[src/rtl/fetch_pkg.sv]
// Shared types and defaults for the instruction fetch slice.
// Holds no logic, so it adds no latency and applies no backpressure.
package fetch_pkg;
  localparam int XLEN = 32;
  localparam logic [XLEN-1:0] DEFAULT_RESET_PC = 32'h0000_0000;

  typedef enum logic {RUN = 1'b0, FLUSH = 1'b1} fetch_state_t;

  typedef struct packed {
    logic [XLEN-1:0] pc;
    logic [XLEN-1:0] data;
  } inst_ent_t;
endpackage

[src/rtl/fetch_queue.sv]
// Synchronous FIFO for fetched instructions. A push is visible one cycle later (no bypass).
// A push is dropped only when the FIFO is full and no pop frees a slot. flush empties it next cycle.
module fetch_queue #(
  parameter int WIDTH = 64,
  parameter int DEPTH = 4
) (
  input  logic                   clk,
  input  logic                   rst_n,
  input  logic                   flush,
  input  logic                   push,
  input  logic [WIDTH-1:0]       push_dat,
  input  logic                   pop,
  output logic [WIDTH-1:0]       pop_dat,
  output logic                   full,
  output logic                   empty,
  output logic [$clog2(DEPTH):0] count
);
  localparam int AW = $clog2(DEPTH);
  localparam logic [AW:0] FULL_CNT = (AW+1)'(DEPTH);

  logic [WIDTH-1:0] mem [DEPTH];
  logic [AW-1:0]    wr_ptr, rd_ptr;
  logic             do_push, do_pop;

  assign empty   = (count == '0);
  assign full    = (count == FULL_CNT);
  assign do_pop  = pop && !empty;
  // A pop frees its slot in the same cycle, so push+pop on a full FIFO keeps occupancy.
  assign do_push = push && (!full || do_pop);
  assign pop_dat = mem[rd_ptr];

  always_ff @(posedge clk or negedge rst_n) begin
    if (!rst_n) begin
      wr_ptr <= '0;
      rd_ptr <= '0;
      count  <= '0;
    end else if (flush) begin
      wr_ptr <= '0;
      rd_ptr <= '0;
      count  <= '0;
    end else begin
      if (do_push) wr_ptr <= wr_ptr + 1'b1;
      if (do_pop)  rd_ptr <= rd_ptr + 1'b1;
      count <= count + {{AW{1'b0}}, do_push} - {{AW{1'b0}}, do_pop};
    end
  end

  always_ff @(posedge clk) begin
    if (do_push) mem[wr_ptr] <= push_dat;
  end
endmodule

[src/rtl/fetch_unit.sv]
// Instruction fetch with PC tracking, in-order memory responses, redirect flush and an instruction queue.
// A response reaches inst_* one cycle later. Requests are credit-limited by queue occupancy plus outstanding.
module fetch_unit
  import fetch_pkg::*;
#(
  parameter logic [XLEN-1:0] RESET_PC = DEFAULT_RESET_PC,
  parameter int              QDEPTH   = 4
) (
  input  logic            clk,
  input  logic            rst_n,
  output logic            imem_req_valid,
  input  logic            imem_req_ready,
  output logic [XLEN-1:0] imem_req_addr,
  input  logic            imem_rsp_valid,
  input  logic [XLEN-1:0] imem_rsp_data,
  input  logic            redirect_valid,
  input  logic [XLEN-1:0] redirect_pc,
  output logic            inst_valid,
  input  logic            inst_ready,
  output logic [XLEN-1:0] inst_data,
  output logic [XLEN-1:0] inst_pc,
  output logic [XLEN-1:0] inst_pc4
);
  localparam int CW = $clog2(QDEPTH);
  localparam logic [CW+1:0] QD = (CW+2)'(QDEPTH);

  fetch_state_t    state, state_nxt;
  logic [XLEN-1:0] fetch_pc, fetch_pc_nxt, rsp_pc, rsp_pc_nxt, target;
  logic [CW:0]     outstanding, out_nxt, drop_cnt, drop_cnt_nxt, q_count;
  logic [CW+1:0]   inflight;
  logic            req_fire, rsp_ok, q_push, q_pop, q_full, q_empty;
  inst_ent_t       q_in, q_head;

  assign target   = redirect_pc & ~32'd3;
  assign inflight = {1'b0, q_count} + {1'b0, outstanding};

  // Gated by rst_n so the request drops immediately when reset asserts.
  assign imem_req_valid = rst_n && (state == RUN) && !redirect_valid && (inflight < QD);
  assign imem_req_addr  = fetch_pc;
  assign req_fire       = imem_req_valid && imem_req_ready;
  assign rsp_ok         = imem_rsp_valid && (outstanding != '0);
  assign out_nxt        = outstanding + {{CW{1'b0}}, req_fire} - {{CW{1'b0}}, rsp_ok};

  // Responses in RUN are contiguous from the last redirect, so one running PC tags them.
  assign q_push  = (state == RUN) && rsp_ok && !redirect_valid;
  assign q_in.pc   = rsp_pc;
  assign q_in.data = imem_rsp_data;
  assign q_pop   = inst_valid && inst_ready;

  fetch_queue #(
    .WIDTH (2*XLEN),
    .DEPTH (QDEPTH)
  ) u_queue (
    .clk      (clk),
    .rst_n    (rst_n),
    .flush    (redirect_valid),
    .push     (q_push),
    .push_dat (q_in),
    .pop      (q_pop),
    .pop_dat  (q_head),
    .full     (q_full),
    .empty    (q_empty),
    .count    (q_count)
  );

  assign inst_valid = !q_empty;
  assign inst_data  = inst_valid ? q_head.data : '0;
  assign inst_pc    = inst_valid ? q_head.pc   : '0;
  assign inst_pc4   = inst_pc + 32'd4;

  always_comb begin
    state_nxt    = state;
    fetch_pc_nxt = fetch_pc;
    rsp_pc_nxt   = rsp_pc;
    drop_cnt_nxt = drop_cnt;
    if (req_fire) fetch_pc_nxt = fetch_pc + 32'd4;
    if (state == RUN) begin
      if (q_push) rsp_pc_nxt = rsp_pc + 32'd4;
      if (redirect_valid && (out_nxt != '0)) begin
        state_nxt    = FLUSH;
        drop_cnt_nxt = out_nxt;
      end
    end else begin
      drop_cnt_nxt = drop_cnt - {{CW{1'b0}}, rsp_ok};
      if (drop_cnt_nxt == '0) state_nxt = RUN;
    end
    if (redirect_valid) begin
      fetch_pc_nxt = target;
      rsp_pc_nxt   = target;
    end
  end

  always_ff @(posedge clk or negedge rst_n) begin
    if (!rst_n) begin
      state       <= RUN;
      fetch_pc    <= RESET_PC;
      rsp_pc      <= RESET_PC;
      outstanding <= '0;
      drop_cnt    <= '0;
    end else begin
      state       <= state_nxt;
      fetch_pc    <= fetch_pc_nxt;
      rsp_pc      <= rsp_pc_nxt;
      outstanding <= out_nxt;
      drop_cnt    <= drop_cnt_nxt;
    end
  end

  a_rsp_without_req: assert property (@(posedge clk) disable iff (!rst_n)
    !(imem_rsp_valid && (outstanding == '0)));
  a_push_on_full: assert property (@(posedge clk) disable iff (!rst_n)
    !(q_push && q_full && !q_pop));
endmodule

[config.mk]
export PLATFORM = sky130hd
export DESIGN_NAME = fetch_unit
export DESIGN_NICKNAME = d
export VERILOG_FILES = /design/src/rtl/fetch_pkg.sv /design/src/rtl/fetch_queue.sv /design/src/rtl/fetch_unit.sv
export SDC_FILE = /design/constraint.sdc
export NUM_CORES = 1
export LEC_CHECK = 0
export ABC_AREA = 0
export CAP_MARGIN = 15
export CORE_AREA = 2 2 146 205
export CTS_BUF_LIST = sky130_fd_sc_hd__clkbuf_4 sky130_fd_sc_hd__clkbuf_8
export DETAILED_ROUTE_END_ITERATION = 6
export DIE_AREA = 0 0 148 207
export PLACE_DENSITY = 0.77
export SYNTH_ARGS = -nofsm -noshare
export SYNTH_HDL_FRONTEND = slang
export SYNTH_SLANG_ARGS = --single-unit
[constraint.sdc]
create_clock -name clk -period 3.4 [get_ports clk]
set_input_delay 0.51 -clock clk [delete_from_list [all_inputs] [get_ports clk]]
set_output_delay 0.51 -clock clk [all_outputs]
set_load 0.02 [all_outputs]
==> flow_summary.toml, run 1 <==
[pwr]
switchingPower_mw = 4.193
power_density_nw_per_um2 = 707.7
peakVddDrop_uv = 346.3
p_leak_nw = 6.746
p_sw_frac = 0.3210
combPwrFrac = 0.369
power_frac_clock = 0.271
seqPwrFrac = 0.360
internal_power_mw = 8.868

[setup_path]
r2r_cells = 14
slowest_stage = "dfrtp_4"
cp_num_cells = 8
cp-start-kind = "register"
crit_buf_inv = 3
critical_path_class = "reg -> out"
end_kind = "output port"
arrival_ns = 3.01
path_cells = "buf_12, buf_6, mux4_2, and4_4, or4b_4, nor3_2, xor2_1, buf_4"
cp_top_family = "simple AND/OR/NAND/NOR gates"
crit_required_ns = 2.89
crit_fanout = 14
max_stage_delay_ns = 0.51
r2r_slack_ns = 0.20

[synthesis]
syn_inst = 964
avgSynthCellArea_um2 = 14.99
synthFlopType = "edfxtp_1"
ys.warnings.count = 0
synth-seq-area-share = 0.6433
ys_ff_latch = 322
synth_area_um2 = 14460
ys_async_sr_fraction = 0.2298
synth_edf_count = 248
synth_cell_type_count = 64

[placement]
portBuffers = 191
dp_hpwl_mm = 20.94
globalplace.congestion = 0.8668

[die]
initial_core_util = 0.5004
rows = 74
fp.dieArea_um2 = 30640
io_pins = 200
die_x_um = 148
core_um2 = 28890
fp.dieH_um = 207

[layout]
final_common_cell = "edfxtp_1"
area_growth_pct = 27.68
diodes = 0
layout.nets = 1326
fill_cells = 2144
final_cell_mix = "248 x edfxtp_1, 152 x clkdlybuf4s50_1, 85 x buf_4"
drive_above_1_share = 0.2424
post-route-util = 0.6389

[outcome]
outcome = "finished, violations left"
violations = "setup timing"

[clock_network]
cts_sinks = 322
clk_pin_slew_ns = 0.07
cts_tree = "built"
cts-buffers-inserted = 49
htreeDepth = 2
holdBufCountCts = 0
cts_root_buf = "clkbuf_8"
cts.path.max_buffers = 3
clk_latency_ns = 0.60

[route]
via_per_inst = 5.456
drt_iter0_drc = 589
routed_wl_mm = 31.44
dr.pass1.iters = 6
drtAntennaViolNets = 0
vias = 9051
wl_per_cell_um = 18.95
drc_errors = 0

[timing]
maxSlewViolCount = 0
rsz0062_at_grt = "yes"
max_freq_mhz = 283.9
whs_ns = 0.1551
worst_slew_pin_slew_ns = 1.057
slew_headroom = 0.2925
hold_violations = 0
min_period_ns = 3.522
worst_slack_ns = -0.1219
setup_violations = 9
post-route-period-util = 1.036
finClkSkew_ns = 0.03090

[job]
maxCapViolations = 0

[global_route]
grt_pass1_wl_mm = 49.80
antenna_found_initial = 0
grt_pass1_vias = 9351
grt_overflow = 0
gr-usage-all-layers = 0.2064
grt_max_degree = 75

[worst_hold_path]
hold_path_class = "in -> async"
[final timing paths]
check / to / from
max: inst_pc4[31] / u_queue.rd_ptr[0]$_DFFE_PN0P_
max in group asynchronous: u_queue.rd_ptr[0]$_DFFE_PN0P_ / rst_n
min in group clk: u_queue.mem[1][44]$_DFFE_PP_ / rsp_pc[12]$_DFFE_PN0P_
min reg2reg: u_queue.mem[1][44]$_DFFE_PP_ / rsp_pc[12]$_DFFE_PN0P_
min: outstanding[0]$_DFF_PN0_ / rst_n
max reg2reg: drop_cnt[2]$_DFFE_PN0P_ / u_queue.count[2]$_DFF_PN0_
[final cells by class]
cell class / count / area, um2 / share of cell area
multi-input combinational: 566 / 4913 / 0.2662
timing repair buffer: 269 / 2542 / 0.1378
clock inverter: 32 / 335.3 / 0.01817
sequential: 322 / 9305 / 0.5042
clock buffer: 59 / 768.2 / 0.04162
tap: 380 / 475.5 / 0.02576
inverter: 31 / 116.4 / 0.006305
[cells in the mapped netlist, types with 4 or more instances]
cell      instances  area share
inv_1            30      0.0078
nor2_1           33      0.0086
clkbuf_1         25      0.0065
nand3_1          29       0.010
a21oi_1          18      0.0062
nand3_2           4      0.0028
mux2i_1           8      0.0055
edfxtp_1        248        0.52
and4_1            4      0.0024
nand4_1          18      0.0078
o21ai_0          47       0.016
nand2_1          77       0.020
dfrtp_1          74        0.13
mux4_2           39       0.061
nor3_1           13      0.0045
buf_4            11      0.0057
mux4_1           21       0.038
ha_1             15       0.013
xnor2_1          37       0.022
mux2_2           11      0.0086
o311ai_0         12      0.0073
o211ai_1          8      0.0042
buf_2             8      0.0028
and3_1           15      0.0065
xor2_1           32       0.019
and2_1           65       0.028
a31oi_1           8      0.0035
[cell families (layout without fill, tap and decap cells)]
group / count (synthesis) / count (layout) / synth area share
XOR/XNOR: 69 / 69 / 0.04181
adder cells (fa/ha/maj): 17 / 17 / 0.01575
flip-flops: 322 / 322 / 0.6433
other: 1 / 6 / 0.0002594
AND/OR/NAND/NOR: 290 / 290 / 0.1137
multiplexers: 79 / 79 / 0.1130
AO/OA/AOI/OAI: 105 / 105 / 0.04484
buffers and inverters: 81 / 391 / 0.02735
[power by group through the flow]
stage | combinational, mW | sequential (mW) | clock, mW
final | 4.82 | 4.70 | 3.54
after global routing | 5.18 | 4.73 | 3.78
after CTS | 4.73 | 4.69 | 3.61
after detailed placement | 4.79 | 4.77 | 0
after global placement | 4.73 | 4.75 | 0
after floorplan | 2.71 | 4.76 | 0
[metal layers]
layer	part of all wire	vias up	wire (um)	GRT usage
met2	0.51	340	15880	0.3542
met1	0.41	4469	12780	0.2647
met3	0.062	59	1943	0.03656
met4	0.027	0	841	0.07159
li1	-	4183	-	-
met5	0	-	0	0
[sequential cells by signal, summed over array words and instances (netlist names)]
name,count
outstanding,3
state,1
rsp_pc,30
u_queue.mem,248
u_queue.count,3
u_queue.wr_ptr,2
u_queue.rd_ptr,2
imem_req_addr,30
drop_cnt,3
[repair_timing]
item                                    in CTS  in global routing
gates resized for setup                    140                 52
pin swaps                                    6                 12
setup buffers                                4                  6
endpoints found under the setup margin      40                 68
[stage by stage]
| step | total power, mW | setup TNS [ns] | cell area, um2 | cells | setup WS (ns) |
|---|---|---|---|---|---|
| 2_1_floorplan | 7.467 | -0.3143 | 14540 | 969 | -0.1052 |
| 3_3_place_gp | 9.483 | -0.4703 | 17210 | 1558 | -0.1152 |
| 3_5_place_dp | 9.564 | -1.200 | 17210 | 1558 | -0.1390 |
| 4_1_cts | 13.03 | -2.921 | 18290 | 1653 | -0.2278 |
| 5_1_grt | 13.69 | -4.942 | 18460 | 1659 | -0.2482 |
| 6_report | 13.06 | -0.3657 | 18460 | 1659 | -0.1219 |
(Power assumes the default switching activity.)
==> run 2: changes to the inputs <==
- CORE_AREA: 2 2 146 205 -> 2 2 172 174
- DIE_AREA: 0 0 148 207 -> 0 0 174 176
==> flow_summary.toml, run 2 (synthesis gave the netlist of run 1 again) <==
[clock_network]
htreeDepth = 2
cts-buffers-inserted = 50
cts_root_buf = "clkbuf_8"
clk_pin_slew_ns = 0.06
cts_sinks = 322
cts_tree = "built"
clk_latency_ns = 0.57
cts.path.max_buffers = 3

[setup_path]
critical_path_class = "reg -> out"
crit_fanout = 7
cp-start-kind = "register"
crit_required_ns = 2.89
end_kind = "output port"
arrival_ns = 3.07

[timing]
worst_slew_pin_slew_ns = 0.8454
setup_violations = 15
max_freq_mhz = 279.3
rsz0062_at_grt = "yes"
post-route-period-util = 1.053
worst_slack_ns = -0.1801
min_period_ns = 3.580
slew_headroom = 0.4364
finClkSkew_ns = 0.01810
maxSlewViolCount = 0
hold_violations = 0
whs_ns = 0.4493

[pwr]
p_leak_nw = 6.847
power.total_mw = 12.89
peakVddDrop_uv = 326.8
power_density_nw_per_um2 = 691.1

[placement]
globalplace.congestion = 0.8693
placedInstanceArea_um2 = 17300
dp_cells = 1572
dp_hpwl_mm = 22.00
place_ws_ns = -0.1733
portBuffers = 191

[route]
drt_iter0_drc = 739
routed_wl_mm = 33.20
via_per_inst = 5.536
vias = 9329
dr.pass1.iters = 5
drc_errors = 0
wl_per_cell_um = 19.70
drtAntennaViolNets = 0

[global_route]
antenna_found_initial = 0
grt_overflow = 0
grt_pass1_vias = 9656
gr-usage-all-layers = 0.2171
grt_pass1_wl_mm = 51.92
grt_max_degree = 67

[layout]
top_register = "u_queue.mem"
final_cell_mix = "248 x edfxtp_1, 149 x clkdlybuf4s50_1, 93 x buf_4"
final_area_um2 = 18650
layout.nets = 1349
drive_above_1_share = 0.2631
final_common_cell = "edfxtp_1"
largest_reg_flops = 248
stdcell_count = 1685
area_growth_pct = 29.03

[job]
maxCapViolations = 0

[worst_hold_path]
hold_path_class = "in -> async"

[die]
die_x_um = 174
rows = 62
io_pins = 200
initial_core_util = 0.5064
core_um2 = 28550
fp.dieH_um = 176
fp.dieArea_um2 = 30620

[outcome]
outcome = "finished, violations left"
violations = "setup timing"
[run 2: cell count changes in the layout (fill, tap and decap cells not counted), moves of 4 or more]
| cell | change |
|---|---|
| buf_4 | +8 |
| clkbuf_8 | +4 |
| buf_6 | +7 |
| bufinv_16 | -7 |
| clkbuf_4 | +11 |
| dlygate4sd2_1 | +4 |
[run 2: per-stage QoR]
step / util / setup TNS, ns
after floorplan: - / -0.3143
after global placement: 0.6060 / -0.3851
after detailed placement: 0.6060 / -1.055
after CTS: 0.6482 / -2.287
after global routing: 0.6533 / -3.779
final: 0.6534 / -1.435
[run 2: final cells by class]
type	instances	area, um2
fillers	2070	9896
flip-flops and latches	322	9305
multi-input cells	566	5002
repair buffers	291	2766
clock buffers	74	905.9
well taps	384	480.5
inverters	31	116.4
clock inverters	16	72.57
diodes	1	2.502
[run 2: power breakdown]
part	total, mW	leakage, nW	switching (mW)	internal (mW)
clock network	3.11	0.527	1.41	1.70
logic	5.07	3.20	2.59	2.47
registers	4.72	3.12	0.232	4.48
total	12.9	6.85	4.23	8.66
[run 2: per-layer routing]
metal | part of all wire | vias to the layer above | wire length [um] | GRT usage
li1 | - | 4233 | - | -
met5 | 0 | - | 0 | 0
met1 | 0.43 | 4607 | 14410 | 0.3042
met2 | 0.48 | 440 | 15830 | 0.3549
met4 | 0.017 | 0 | 575 | 0.05532
met3 | 0.072 | 49 | 2385 | 0.04070
[run 2: what timing repair did]
action                                  4_1_cts  5_1_grt
endpoints found under the setup margin       50       44
endpoints found under the hold margin         8        0
buffers inserted                             16        6
hold buffers                                  1        0
cloned                                        1        0
gates resized for setup                     182       42
pin swaps                                    14       17
[run 2: path summary, 6_finish.rpt]
check | start | endpoint | slack [ns] | depth (start not counted)
hold / removal | rst_n | imem_req_addr[26]$_DFFE_PN0N_ | 0.45 | 3
setup reg to reg | u_queue.count[2]$_DFF_PN0_ | drop_cnt[2]$_DFFE_PN0P_ | 0.17 | 14
setup / recovery | u_queue.rd_ptr[0]$_DFFE_PN0P_ | inst_pc4[30] | -0.18 | 11
min in group clk | drop_cnt[1]$_DFFE_PN0P_ | drop_cnt[1]$_DFFE_PN0P_ | 0.52 | 2
max in group asynchronous | rst_n | u_queue.rd_ptr[0]$_DFFE_PN0P_ | 1.81 | 4
hold reg to reg | drop_cnt[1]$_DFFE_PN0P_ | drop_cnt[1]$_DFFE_PN0P_ | 0.52 | 2
[run 2: critical path, stage by stage, from the launching register on]
cell and delay, ns:
dfrtp_4 0.52, buf_12 0.16, mux4_2 0.38, nand4_4 0.13, buf_6 0.14, nor4b_4 0.20
buf_4 0.18, nand4_1 0.16, buf_4 0.20, nor3_4 0.11, xor2_1 0.17, buf_4 0.16
==> run 3: changes to the inputs <==
- GPL_TIMING_DRIVEN: default -> 0
==> flow_summary.toml, run 3 (synthesis gave the netlist of run 1 again) <==
[pwr]
peakVddDrop_uv = 450.4
power_density_nw_per_um2 = 712.7
p_leak_nw = 6.994

[layout]
top_register = "u_queue.mem"
fill_cells = 2027
area_growth_pct = 30.84
largest_reg_flops = 248
diodes = 0
final_cell_mix = "248 x edfxtp_1, 123 x clkdlybuf4s50_1, 72 x dfrtp_1"
drive_above_1_share = 0.2700
layout.nets = 1358
final_common_cell = "edfxtp_1"

[timing]
setup-tns-final_ns = -2.766
maxSlewViolCount = 0
max_freq_mhz = 278.0
slew_headroom = 0.3603
min_period_ns = 3.597
finClkSkew_ns = 0.01182
post-route-period-util = 1.058
worst_slew_pin_slew_ns = 0.9522
hold_violations = 0
worst_slack_ns = -0.1968
rsz0062_at_grt = "yes"
setup_violations = 23

[die]
core_um2 = 28550
initial_core_util = 0.5064
die_x_um = 174
io_pins = 200
fp.dieH_um = 176
fp.dieArea_um2 = 30620
rows = 62

[clock_network]
clk_pin_slew_ns = 0.06
cts.path.max_buffers = 3
clk_latency_ns = 0.58
cts_tree = "built"
cts_sinks = 322
cts-buffers-inserted = 51
htreeDepth = 2
cts_root_buf = "clkbuf_8"

[placement]
dp_hpwl_mm = 22.85
place_ws_ns = -1.131
globalplace.congestion = 0.8448
portBuffers = 190

[setup_path]
crit_fanout = 25
critical_path_class = "in -> reg"
cp_top_family = "buffers and inverters"
path_cells = "buf_4, dlygate4sd3_1, clkbuf_16, nor2b_1, and4_1, buf_8, inv_12, ha_4, inv_2, ha_4, fa_2, xnor2_2, xnor2_2, or3_4, a21oi_4, buf_6, a31oi_1"
cp-start-kind = "primary input"
slowest_stage = "dlygate4sd3_1"
arrival_ns = 4.06
max_stage_delay_ns = 0.75
crit_required_ns = 3.86
r2r_slack_ns = -0.15
crit_buf_inv = 7
end_kind = "register"

[route]
dr.pass1.iters = 5
drtAntennaViolNets = 0
via_per_inst = 5.595
drc_errors = 0
routed_wl_mm = 34.80
wl_per_cell_um = 20.53
vias = 9484
drt_iter0_drc = 732

[global_route]
grt_overflow = 0
antenna_found_initial = 0
grt_pass1_vias = 9514
gr-usage-all-layers = 0.2243
grt_max_degree = 59
grt_pass1_wl_mm = 53.03

[outcome]
violations = "setup timing"
outcome = "finished, violations left"

[worst_hold_path]
hold_path_class = "reg -> reg"

[job]
maxCapViolations = 0
-- run 3: final cells by class --
class | instances | area [um2] | share of cell area
Sequential cell | 322 | 9301 | 0.4918
Multi-Input combinational cell | 566 | 5027 | 0.2658
Timing Repair Buffer | 251 | 2472 | 0.1307
Clock buffer | 71 | 889.6 | 0.04704
Tap cell | 384 | 480.5 | 0.02540
Buffer | 47 | 410.4 | 0.02170
Clock inverter | 22 | 193.9 | 0.01025
Inverter | 31 | 128.9 | 0.006814
Timing Repair inverter | 1 | 8.758 | 0.0004631
-- run 3: path summary, 6_finish.rpt --
kind                       cells after the start                  startpoint                            end
max                                           17                       rst_n                state$_DFF_PN0_
min                                            2     drop_cnt[0]$_DFFE_PN0P_        drop_cnt[0]$_DFFE_PN0P_
max reg2reg                                   17  u_queue.count[2]$_DFF_PN0_                state$_DFF_PN0_
min reg2reg                                    2     drop_cnt[0]$_DFFE_PN0P_        drop_cnt[0]$_DFFE_PN0P_
max in group asynchronous                      3                       rst_n  imem_req_addr[26]$_DFFE_PN0N_
min in group asynchronous                      3                       rst_n  imem_req_addr[29]$_DFFE_PN0N_
-- run 3: power breakdown --
part           total [mW]  leakage [nW]  switching, mW  internal (mW)
registers            4.70          3.12          0.217           4.48
logic                5.33          3.29           2.74           2.59
clock network        3.45         0.578           1.52           1.93
total                13.5          6.99           4.47           9.00
-- run 3: metal layers --
| metal | global-route usage | vias to the layer above | wire, um |
|---|---|---|---|
| li1 | - | 4260 | - |
| met1 | 0.3085 | 4686 | 14580 |
| met2 | 0.3702 | 481 | 16780 |
| met3 | 0.04156 | 57 | 2700 |
| met4 | 0.06408 | 0 | 739 |
| met5 | 0 | - | 0 |
-- run 3: through the flow --
step | util | power, mW | hold slack (ns) | cell area, um2 | cells
final | 0.6625 | 13.48 | 0.5232 | 18910 | 1695
after global routing | 0.6625 | 14.06 | 0.5404 | 18910 | 1695
after CTS | 0.6534 | 13.26 | 0.5252 | 18650 | 1675
after detailed placement | 0.5974 | 9.427 | 0.4581 | 17050 | 1548
after global placement | 0.5928 | 9.350 | 0.5023 | 16920 | 1543
after floorplan | - | 7.467 | 0.2144 | 14540 | 969
-- run 3: repair_timing --
| action | in CTS | in global routing |
|---|---|---|
| endpoints found under the setup margin | 97 | 52 |
| hold buffers | 2 | 1 |
| buffers inserted | 31 | 18 |
| cloned | 3 | 3 |
| endpoints found under the hold margin | 26 | 74 |
| resized for setup | 280 | 52 |
| pin swaps | 24 | 19 |
-- run 3: worst register-to-register path: stages (launching register included) --
cell and delay (ns):
dfrtp_2 0.40, buf_4 0.13, buf_6 0.12, ha_4 0.21, nor4_4 0.30, and4_1 0.26, buf_8 0.13, inv_12 0.04
ha_4 0.24, inv_2 0.03, ha_4 0.14, fa_2 0.34, xnor2_2 0.16, xnor2_2 0.16, or3_4 0.38, a21oi_4 0.22
buf_6 0.13, a31oi_1 0.03
